`src/rtl/sdrc_req_split.sv`:
```
// Request splitter: queues application requests, scales them to the SDRAM width
// and issues page- and MAX_CHUNK-bounded chunks with decoded bank/row/column.
module sdrc_req_split #(
  parameter int APP_AW    = 26,
  parameter int APP_RW    = 9,
  parameter int ID_W      = 4,
  parameter int BA_W      = 2,
  parameter int RA_W      = 13,
  parameter int Q_DEPTH   = 4,
  parameter int MAX_CHUNK = 64
) (
  input  logic              clk,
  input  logic              reset_n,
  input  logic [1:0]        cfg_colbits,
  input  logic              cfg_map_mode,
  input  logic [1:0]        sdr_width,
  input  logic              req,
  input  logic [ID_W-1:0]   req_id,
  input  logic [APP_AW-1:0] req_addr,
  input  logic [APP_RW-1:0] req_len,
  input  logic              req_wrap,
  input  logic              req_wr_n,
  output logic              req_ack,
  output logic              r2x_idle,
  output logic              r2b_req,
  output logic [ID_W-1:0]   r2b_req_id,
  output logic              r2b_start,
  output logic              r2b_last,
  output logic              r2b_wrap,
  output logic              r2b_write,
  output logic [BA_W-1:0]   r2b_ba,
  output logic [RA_W-1:0]   r2b_raddr,
  output logic [12:0]       r2b_caddr,
  output logic [APP_RW+1:0] r2b_len,
  input  logic              b2r_ack
);

  localparam int AW = APP_AW + 2;
  localparam int LW = APP_RW + 2;
  localparam int PW = $clog2(Q_DEPTH);
  localparam int TW = (LW > 13) ? LW : 13;

  typedef struct packed {
    logic [ID_W-1:0] id;
    logic [AW-1:0]   addr;
    logic [LW-1:0]   len;
    logic            wrap;
    logic            wr_n;
  } entry_t;

  typedef struct packed {
    logic            req;
    logic [ID_W-1:0] id;
    logic            start;
    logic            last;
    logic            wrap;
    logic            write;
    logic [BA_W-1:0] ba;
    logic [RA_W-1:0] raddr;
    logic [12:0]     caddr;
    logic [LW-1:0]   len;
  } chunk_t;

  typedef enum logic {S_IDLE = 1'b0, S_ISSUE = 1'b1} state_t;

  entry_t        r_mem [Q_DEPTH];
  logic [PW-1:0] r_wr_ptr, r_rd_ptr;
  logic [PW:0]   r_count;
  logic          w_full, w_empty, w_push, w_pop;
  entry_t        w_in, w_head;

  state_t        r_state, w_next_state;
  chunk_t        r_chunk;
  logic [AW-1:0] r_cur_addr, w_next_addr, w_src_addr, w_shift_a;
  logic [LW-1:0] r_rem_len, w_next_rem, w_src_rem, w_chunk_len;
  logic          w_load, w_adv, w_src_wrap;
  logic [3:0]    w_col_bits;
  logic [TW-1:0] w_col, w_page_rem, w_len_t;
  logic [BA_W-1:0] w_ba;
  logic [RA_W-1:0] w_ra;

  assign w_full  = (r_count == (PW+1)'(Q_DEPTH));
  assign w_empty = (r_count == '0);
  assign req_ack = req & ~w_full & reset_n;
  assign w_push  = req_ack;
  assign w_head  = r_mem[r_rd_ptr];

  // Address and length are stored already scaled to SDRAM beats.
  always_comb begin
    w_in.id   = req_id;
    w_in.wrap = req_wrap;
    w_in.wr_n = req_wr_n;
    case (sdr_width)
      2'b00:   begin w_in.addr = {2'b00, req_addr};       w_in.len = {2'b00, req_len};       end
      2'b01:   begin w_in.addr = {1'b0, req_addr, 1'b0};  w_in.len = {1'b0, req_len, 1'b0};  end
      default: begin w_in.addr = {req_addr, 2'b00};       w_in.len = {req_len, 2'b00};       end
    endcase
  end

  // NOTE: queue storage has no reset; pointers and count alone define which entries are valid.
  always_ff @(posedge clk) begin
    if (w_push) r_mem[r_wr_ptr] <= w_in;
  end

  // NOTE: clocked state uses non-blocking assignments so every register samples pre-edge values.
  always_ff @(posedge clk) begin
    if (!reset_n) begin
      r_wr_ptr <= '0;
      r_rd_ptr <= '0;
      r_count  <= '0;
    end else begin
      if (w_push) r_wr_ptr <= r_wr_ptr + 1'b1;
      if (w_pop)  r_rd_ptr <= r_rd_ptr + 1'b1;
      r_count <= r_count + (PW+1)'(w_push) - (PW+1)'(w_pop);
    end
  end

  assign w_next_addr = r_cur_addr + AW'(r_chunk.len);
  assign w_next_rem  = r_rem_len - r_chunk.len;

  always_ff @(posedge clk) begin
    if (!reset_n) r_state <= S_IDLE;
    else          r_state <= w_next_state;
  end

  // NOTE: every always_comb output gets a default first so no latch is inferred.
  always_comb begin
    w_next_state = r_state;
    w_pop        = 1'b0;
    w_load       = 1'b0;
    w_adv        = 1'b0;
    case (r_state)
      S_IDLE: begin
        if (!w_empty) begin
          w_pop = 1'b1;
          if (w_head.len != '0) begin
            w_load       = 1'b1;
            w_next_state = S_ISSUE;
          end
        end
      end
      S_ISSUE: begin
        if (b2r_ack) begin
          if (w_next_rem != '0) begin
            w_adv = 1'b1;
          end else if (!w_empty && w_head.len != '0) begin
            w_pop  = 1'b1;
            w_load = 1'b1;
          end else begin
            // Zero-length heads are left for IDLE to discard.
            w_next_state = S_IDLE;
          end
        end
      end
    endcase
  end

  // Next chunk is cut from either a fresh queue head or the continuing request.
  always_comb begin
    w_src_addr = w_load ? w_head.addr : w_next_addr;
    w_src_rem  = w_load ? w_head.len  : w_next_rem;
    w_src_wrap = w_load ? w_head.wrap : r_chunk.wrap;
    w_col_bits = 4'd8 + {2'b00, cfg_colbits};
    w_col      = TW'(w_src_addr & ~({AW{1'b1}} << w_col_bits));
    w_page_rem = (TW'(1) << w_col_bits) - w_col;
    w_len_t    = TW'(w_src_rem);
    if (!w_src_wrap) begin
      if (w_page_rem < w_len_t)       w_len_t = w_page_rem;
      if (TW'(MAX_CHUNK) < w_len_t)   w_len_t = TW'(MAX_CHUNK);
    end
    w_chunk_len = LW'(w_len_t);
    w_shift_a   = w_src_addr >> w_col_bits;
    if (cfg_map_mode) begin
      w_ra = RA_W'(w_shift_a);
      w_ba = BA_W'(w_shift_a >> RA_W);
    end else begin
      w_ba = BA_W'(w_shift_a);
      w_ra = RA_W'(w_shift_a >> BA_W);
    end
  end

  always_ff @(posedge clk) begin
    if (!reset_n) begin
      r_chunk    <= '0;
      r_cur_addr <= '0;
      r_rem_len  <= '0;
    end else if (w_load || w_adv) begin
      r_chunk.req   <= 1'b1;
      r_chunk.start <= w_load;
      if (w_load) begin
        r_chunk.id    <= w_head.id;
        r_chunk.wrap  <= w_head.wrap;
        r_chunk.write <= ~w_head.wr_n;
      end
      r_chunk.ba    <= w_ba;
      r_chunk.raddr <= w_ra;
      r_chunk.caddr <= 13'(w_col);
      r_chunk.len   <= w_chunk_len;
      r_chunk.last  <= (w_chunk_len == w_src_rem);
      r_cur_addr    <= w_src_addr;
      r_rem_len     <= w_src_rem;
    end else if (w_next_state == S_IDLE) begin
      r_chunk.req <= 1'b0;
    end
  end

  assign r2b_req    = r_chunk.req;
  assign r2b_req_id = r_chunk.id;
  assign r2b_start  = r_chunk.start;
  assign r2b_last   = r_chunk.last;
  assign r2b_wrap   = r_chunk.wrap;
  assign r2b_write  = r_chunk.write;
  assign r2b_ba     = r_chunk.ba;
  assign r2b_raddr  = r_chunk.raddr;
  assign r2b_caddr  = r_chunk.caddr;
  assign r2b_len    = r_chunk.len;
  assign r2x_idle   = (r_state == S_IDLE) & w_empty & ~req;

endmodule

```
`config.mk`:
```
export PLATFORM = sky130hd
export DESIGN_NAME = sdrc_req_split
export DESIGN_NICKNAME = d
export VERILOG_FILES = /design/src/rtl/sdrc_req_split.sv
export SDC_FILE = /design/constraint.sdc
export NUM_CORES = 1
export LEC_CHECK = 0
export BUFFER_PORTS_ARGS = -buffer_cell sky130_fd_sc_hd__buf_2
export CAP_MARGIN = 20
export CORE_MARGIN = 4
export CORE_UTILIZATION = 40
export DETAILED_ROUTE_END_ITERATION = 6
export SLEW_MARGIN = 20
export SYNTH_ARGS = -nofsm -noshare
export SYNTH_HDL_FRONTEND = slang
export SYNTH_SLANG_ARGS = --single-unit
```
`constraint.sdc`:
```
create_clock -name clk -period 23.6 [get_ports clk]
set_input_delay 1.18 -clock clk [delete_from_list [all_inputs] [get_ports clk]]
set_output_delay 1.18 -clock clk [all_outputs]
set_load 0.02 [all_outputs]
```
; Word level (Yosys, flattened, before mapping)
; Memories as Yosys holds them, arrays and structs flattened. A register that Yosys moved wholly into a read port is not among the register bits.
; Index checks and enable logic that the tools add are counted.
[op_classes]
n_shift = 3
n_reduce_logical = 8
order_cmp = 2
bitwise_logic = 10
mux = 30
add_sub_neg = 8
eq_ne = 4
[ops]
columns = op, n
row1 = $pmux 39 s2, 1
row2 = $mux 13, 3
row3 = $mux 11, 3
row4 = $add 28x11->28, 1
row5 = $mux 28, 1
row6 = $shl 28x4->13 const A, 1
row7 = $shr 28x4->15, 1
row8 = $reduce_bool 11->1, 2
row9 = $mux 1, 16
row10 = $and 13x13->13, 1
row11 = $lt 13x11->1, 1
row12 = $lt 7x13->1 const A, 1
row13 = $not 13->13, 1
row14 = $shl 1x4->13 const A, 1
row15 = $sub 13x13->13, 1
row16 = $eq 11x11->1, 1
row17 = $sub 11x11->11, 1
row18 = $mux 2, 3
row19 = $pmux 1 s2, 3
row20 = $add 2x1->2 const B, 2
row21 = $add 4x2->4 const A, 1
row22 = $and 1x1->1, 4
row23 = $not 1->1, 4
row24 = $add 3x1->3, 1
row25 = 10 further kinds, 10
[totals]
elab_cells = 82
memories = 1
ram_bits = 180
input_bits = 50
register_bits = 95
[memory_table]
columns = memory, words, word_bits, read_ports, rd_clocked_by_memory_dff, write_ports, line_no
row1 = r_mem, 4, 45, 1, 1, 1, 66  ; entry_t r_mem [Q_DEPTH];

; Depth between registers and ports, before layout
[depth]
depth_word = 17
depth_mapped = 36
mapped_depth_nobuf = 32

; Worst setup path after synthesis
; No wires, ideal clock.
[synth_path]
path_type = flip-flop to flip-flop
start = reg r_chunk, in the netlist r2b_len[1]
end = reg r_chunk, in the netlist r2b_last
period_less_slack_ps = 7800
slack_ps = 15800
stages_incl_launch_ff = 36
arrival_time_ps = 7731
setup_ps = 70
required_ps = 23530
path_cell_list = dfxtp_1 -> inv_1 -> ha_1 -> nand2b_1 -> a21o_1 -> a311o_1 -> or4_4 -> nor4_2 -> a21oi_1 -> nor2_1 -> buf_2 -> buf_2 -> buf_2 -> clkbuf_1 -> nor2_1 -> a21oi_1 -> ha_1 -> nand2_1 -> o21bai_1 -> nor4_1 -> nand2_1 -> or4b_1 -> o221a_2 -> xnor2_1 -> and2_1 -> ha_1 -> nand2_1 -> nor4_1 -> o21ai_0 -> a211oi_2 -> a211oi_2 -> a2111oi_4 -> a31oi_2 -> a2111oi_2 -> nand4_1 -> a21oi_1
[synth_via]
elab_chain_len = 15
elab_cells_between_ends = 22
[synth_lines]
columns = element, line_no
row1 = from (decl), 73  ; chunk_t r_chunk;
row2 = $sub 11x11->11, 119  ; assign w_next_rem = r_rem_len - r_chunk.len;
row3 = $reduce_bool 11->1, 144  ; if (w_next_rem != '0) begin
row4 = $mux 1, 144
row5 = $mux 1, 143  ; if (b2r_ack) begin
row6 = $pmux 1 s2, 132  ; case (r_state)
row7 = $mux 28, 160  ; w_src_addr = w_load ? w_head.addr : w_next_addr;
row8 = $and 13x13->13, 164  ; w_col = TW'(w_src_addr & ~({AW{1'b1}} << w_col_bits));
row9 = $sub 13x13->13, 165  ; w_page_rem = (TW'(1) << w_col_bits) - w_col;
row10 = $lt 13x11->1, 168  ; if (w_page_rem < w_len_t) w_len_t = w_page_rem;
row11 = $mux 13, 168
row12 = $mux 13, 167  ; if (!w_src_wrap) begin
row13 = $lt 7x13->1, 169  ; if (TW'(MAX_CHUNK) < w_len_t) w_len_t = TW'(MAX_CHUNK);
row14 = $mux 11, 169
row15 = $mux 11, 167
row16 = $eq 11x11->1, 199  ; r_chunk.last <= (w_chunk_len == w_src_rem);
; Several ways; a longest one is shown, not always the timed one. The select of a mux whose other input is x is not followed.
; A chain may end at the register's enable or synchronous reset.

; Worst setup path after layout
; Same ends and word-level chain as after synthesis.

==> impl_metrics.env <==
export IMPL_cts_tree="done"
export IMPL_power_density_nw_per_um2=153
export IMPL_crit_path_max_incr_delay_ns=0.61
export IMPL_synth_edff_count=172
export IMPL_skew_ns=0.0156
export IMPL_grt_max_degree=82
export IMPL_die_x_um=194
export IMPL_detail_route_antenna_nets=0
export IMPL_antenna_found_initial=1
export IMPL_die_h_um=194
export IMPL_cp_data_arrival_time_ns=8.95
export IMPL_synth_seq_area_share_pct=49.7
export IMPL_period_minus_slack_ns=8.46
export IMPL_cts_htree_levels=1
export IMPL_clock_root_buffer="clkbuf_16"
export IMPL_mostFrequentLayoutCell="edfxtp_1"
export IMPL_vdd_drop_max_mv=0.0865
export IMPL_core_sq_um=33800
export IMPL_fp_row_count=67
export IMPL_max_cap_violations=0
export IMPL_crit_type="flop to flop"
export IMPL_slew_viol_final=0
export IMPL_synthFlopType="edfxtp_1"
export IMPL_cts_buffers=27
export IMPL_final_cell_mix="172 x edfxtp_1, 123 x nand2_1, 119 x nor2_1"
export IMPL_num_vias=10034
export IMPL_wl_met3_mm=2.75
export IMPL_maxSlewHeadroom_pct=32.4
export IMPL_vias_per_cell=5.64
export IMPL_async_flop_share_pct=0
export IMPL_drt_iter0_drc=876
export IMPL_gp_congestion=0.899
export IMPL_crit_slowest_cell="a2111oi_4"
export IMPL_hold_class="flop to flop"
export IMPL_start_util_pct=40.9
export IMPL_wl_met2_mm=14.7
export IMPL_cts_hold_buffers=0
export IMPL_cts_max_path_buffers=3
export IMPL_dieArea_sq_um=37600
export IMPL_grt_pass1_wl_mm=54.7
export IMPL_worst_slew_pin_transition_ns=0.986
export IMPL_clk_pin_slew_ns=0.06
export IMPL_ys_ff_latch=257
export IMPL_dp_hpwl_mm=24.8
export IMPL_clock_sinks=257
export IMPL_finalPower_uw=2380
export IMPL_synth_distinct_cells=80
export IMPL_drc=0
export IMPL_numPortBuffers=97
export IMPL_finalCritPeriodShare_pct=35.8
export IMPL_whs_ns=0.453
export IMPL_wl_mm=35.1
export IMPL_path_common_cell="a21oi_1"
export IMPL_hold_viol=0
export IMPL_synth_area_per_cell_sq_um=11.1
export IMPL_drtPass1Iterations=5
export IMPL_layout_drive_gt1_share_pct=17.1
export IMPL_cp_max_fo=55
export IMPL_insertion_delay_ns=0.56
export IMPL_netlist_area_sq_um=13800
export IMPL_globalRouteTotalUtil_pct=17.9
export IMPL_setup_tns_final_ns=0
export IMPL_fmax_mhz=118
export IMPL_grt_pass1_vias=9496
export IMPL_top_layer="met4"
export IMPL_wl_per_cell_um=19.7
export IMPL_p_leak_uw=0.00573
export IMPL_ctsResizeCount=0
export IMPL_overflow=0
export IMPL_cts_setup_buffers=0
export IMPL_cp_end_kind="flop"
export IMPL_status="finished, final reports clean"
export IMPL_r2r_cells=32
export IMPL_ios=100
export IMPL_final_nets=1401
export IMPL_rsz0062_at_grt="false"
export IMPL_synthCells=1248
export IMPL_wl_met1_mm=17.0
export IMPL_synth_warnings=0
export IMPL_setup_viol=0
export IMPL_whs_path_depth=2
export IMPL_start_kind="flop"
export IMPL_area_growth_synth_to_final_pct=12.4
export IMPL_cp_required_ns=24.09
==> state kept, by name, indices dropped and copies added (netlist names), 2 cells and up, named ones only <==
signal and cells:
r2b_ba 2, r2b_caddr 11, r2b_len 11, r2b_raddr 13
r2b_req_id 4, r_count 3, r_cur_addr 18, r_mem 172
r_rd_ptr 2, r_rem_len 11, r_wr_ptr 2
==> Yosys cell counts, types with 13 or more instances <==
library cell / instances / area (sq um)
a211oi_1: 27 / 203
a21oi_1: 71 / 355
clkbuf_1: 44 / 165
dfxtp_1: 85 / 1700
edfxtp_1: 172 / 5160
ha_1: 38 / 475
inv_1: 37 / 139
mux2i_1: 76 / 761
mux4_2: 44 / 991
nand2_1: 124 / 465
nand3_1: 26 / 130
nor2_1: 120 / 450
nor3_1: 29 / 145
o211ai_1: 13 / 97.6
o21ai_0: 51 / 255
xnor2_1: 29 / 254
xor2_1: 20 / 175
==> metrics by stage <==
stage	util (%)	cells	setup slack, ns	area, sq um
2_1_floorplan	-	1249	15.80	13800
3_3_place_gp	43.3	1728	15.42	14600
3_5_place_dp	43.3	1728	15.20	14600
4_1_cts	45.9	1777	15.19	15500
5_1_grt	46.0	1779	14.38	15500
6_report	46.0	1779	15.14	15500
==> path summary, 6_finish.rpt <==
path,slack [ns],endpoint,start
setup / recovery,15.14,r2b_last$_SDFFE_PN0P_,r2b_len[1]$_SDFFE_PN0P_
setup reg to reg,15.14,r2b_last$_SDFFE_PN0P_,r2b_len[1]$_SDFFE_PN0P_
hold reg to reg,0.45,r2b_req_id[3]$_SDFFE_PN0P_,r2b_req_id[3]$_SDFFE_PN0P_
hold / removal,0.45,r2b_req_id[3]$_SDFFE_PN0P_,r2b_req_id[3]$_SDFFE_PN0P_
==> metal layers <==
| layer | GRT usage (%) | vias to the layer above |
|---|---|---|
| li1 | - | 4812 |
| met1 | 27.7 | 4815 |
| met2 | 26.0 | 364 |
| met3 | 3.72 | 43 |
| met4 | 3.99 | 0 |
| met5 | 0 | - |
==> report_power, final <==
part           leakage (uW)  internal [uW]  total (uW)  switching [uW]
sequential          0.00227            556         604            48.0
combinational       0.00303            481        1350             864
clock              0.000430            256         431             175
==> critical path, delay by kind of cell (launching register included) <==
kind,cells,cell delay (ns)
XOR/XNOR,1,0.15
buffers and inverters,2,0.63
adder cells (fa/ha/maj),3,0.83
AO/OA/AOI/OAI,14,3.48
AND/OR/NAND/NOR,12,2.85
flip-flops,1,0.43
==> cell families (layout without fill, tap and decap cells) <==
family	after synthesis	after routing	synth area share (%)
AND/OR/NAND/NOR	390	390	13.3
AO/OA/AOI/OAI	269	269	13.1
flip-flops	257	257	49.7
multiplexers	127	127	13.3
buffers and inverters	114	195	3.53
XOR/XNOR	49	49	3.11
adder cells (fa/ha/maj)	41	41	3.88
other	1	3	0.0272
==> layout make-up <==
cell class,instances,area (sq um)
Clock buffer,37,713
Fill cell,3097,18300
Sequential cell,257,6870
Clock inverter,12,179
Inverter,38,143
Multi-Input combinational cell,878,6480
Antenna cell,1,2.50
Tap cell,448,561
Timing Repair Buffer,108,581
(Power assumes the default switching activity.)
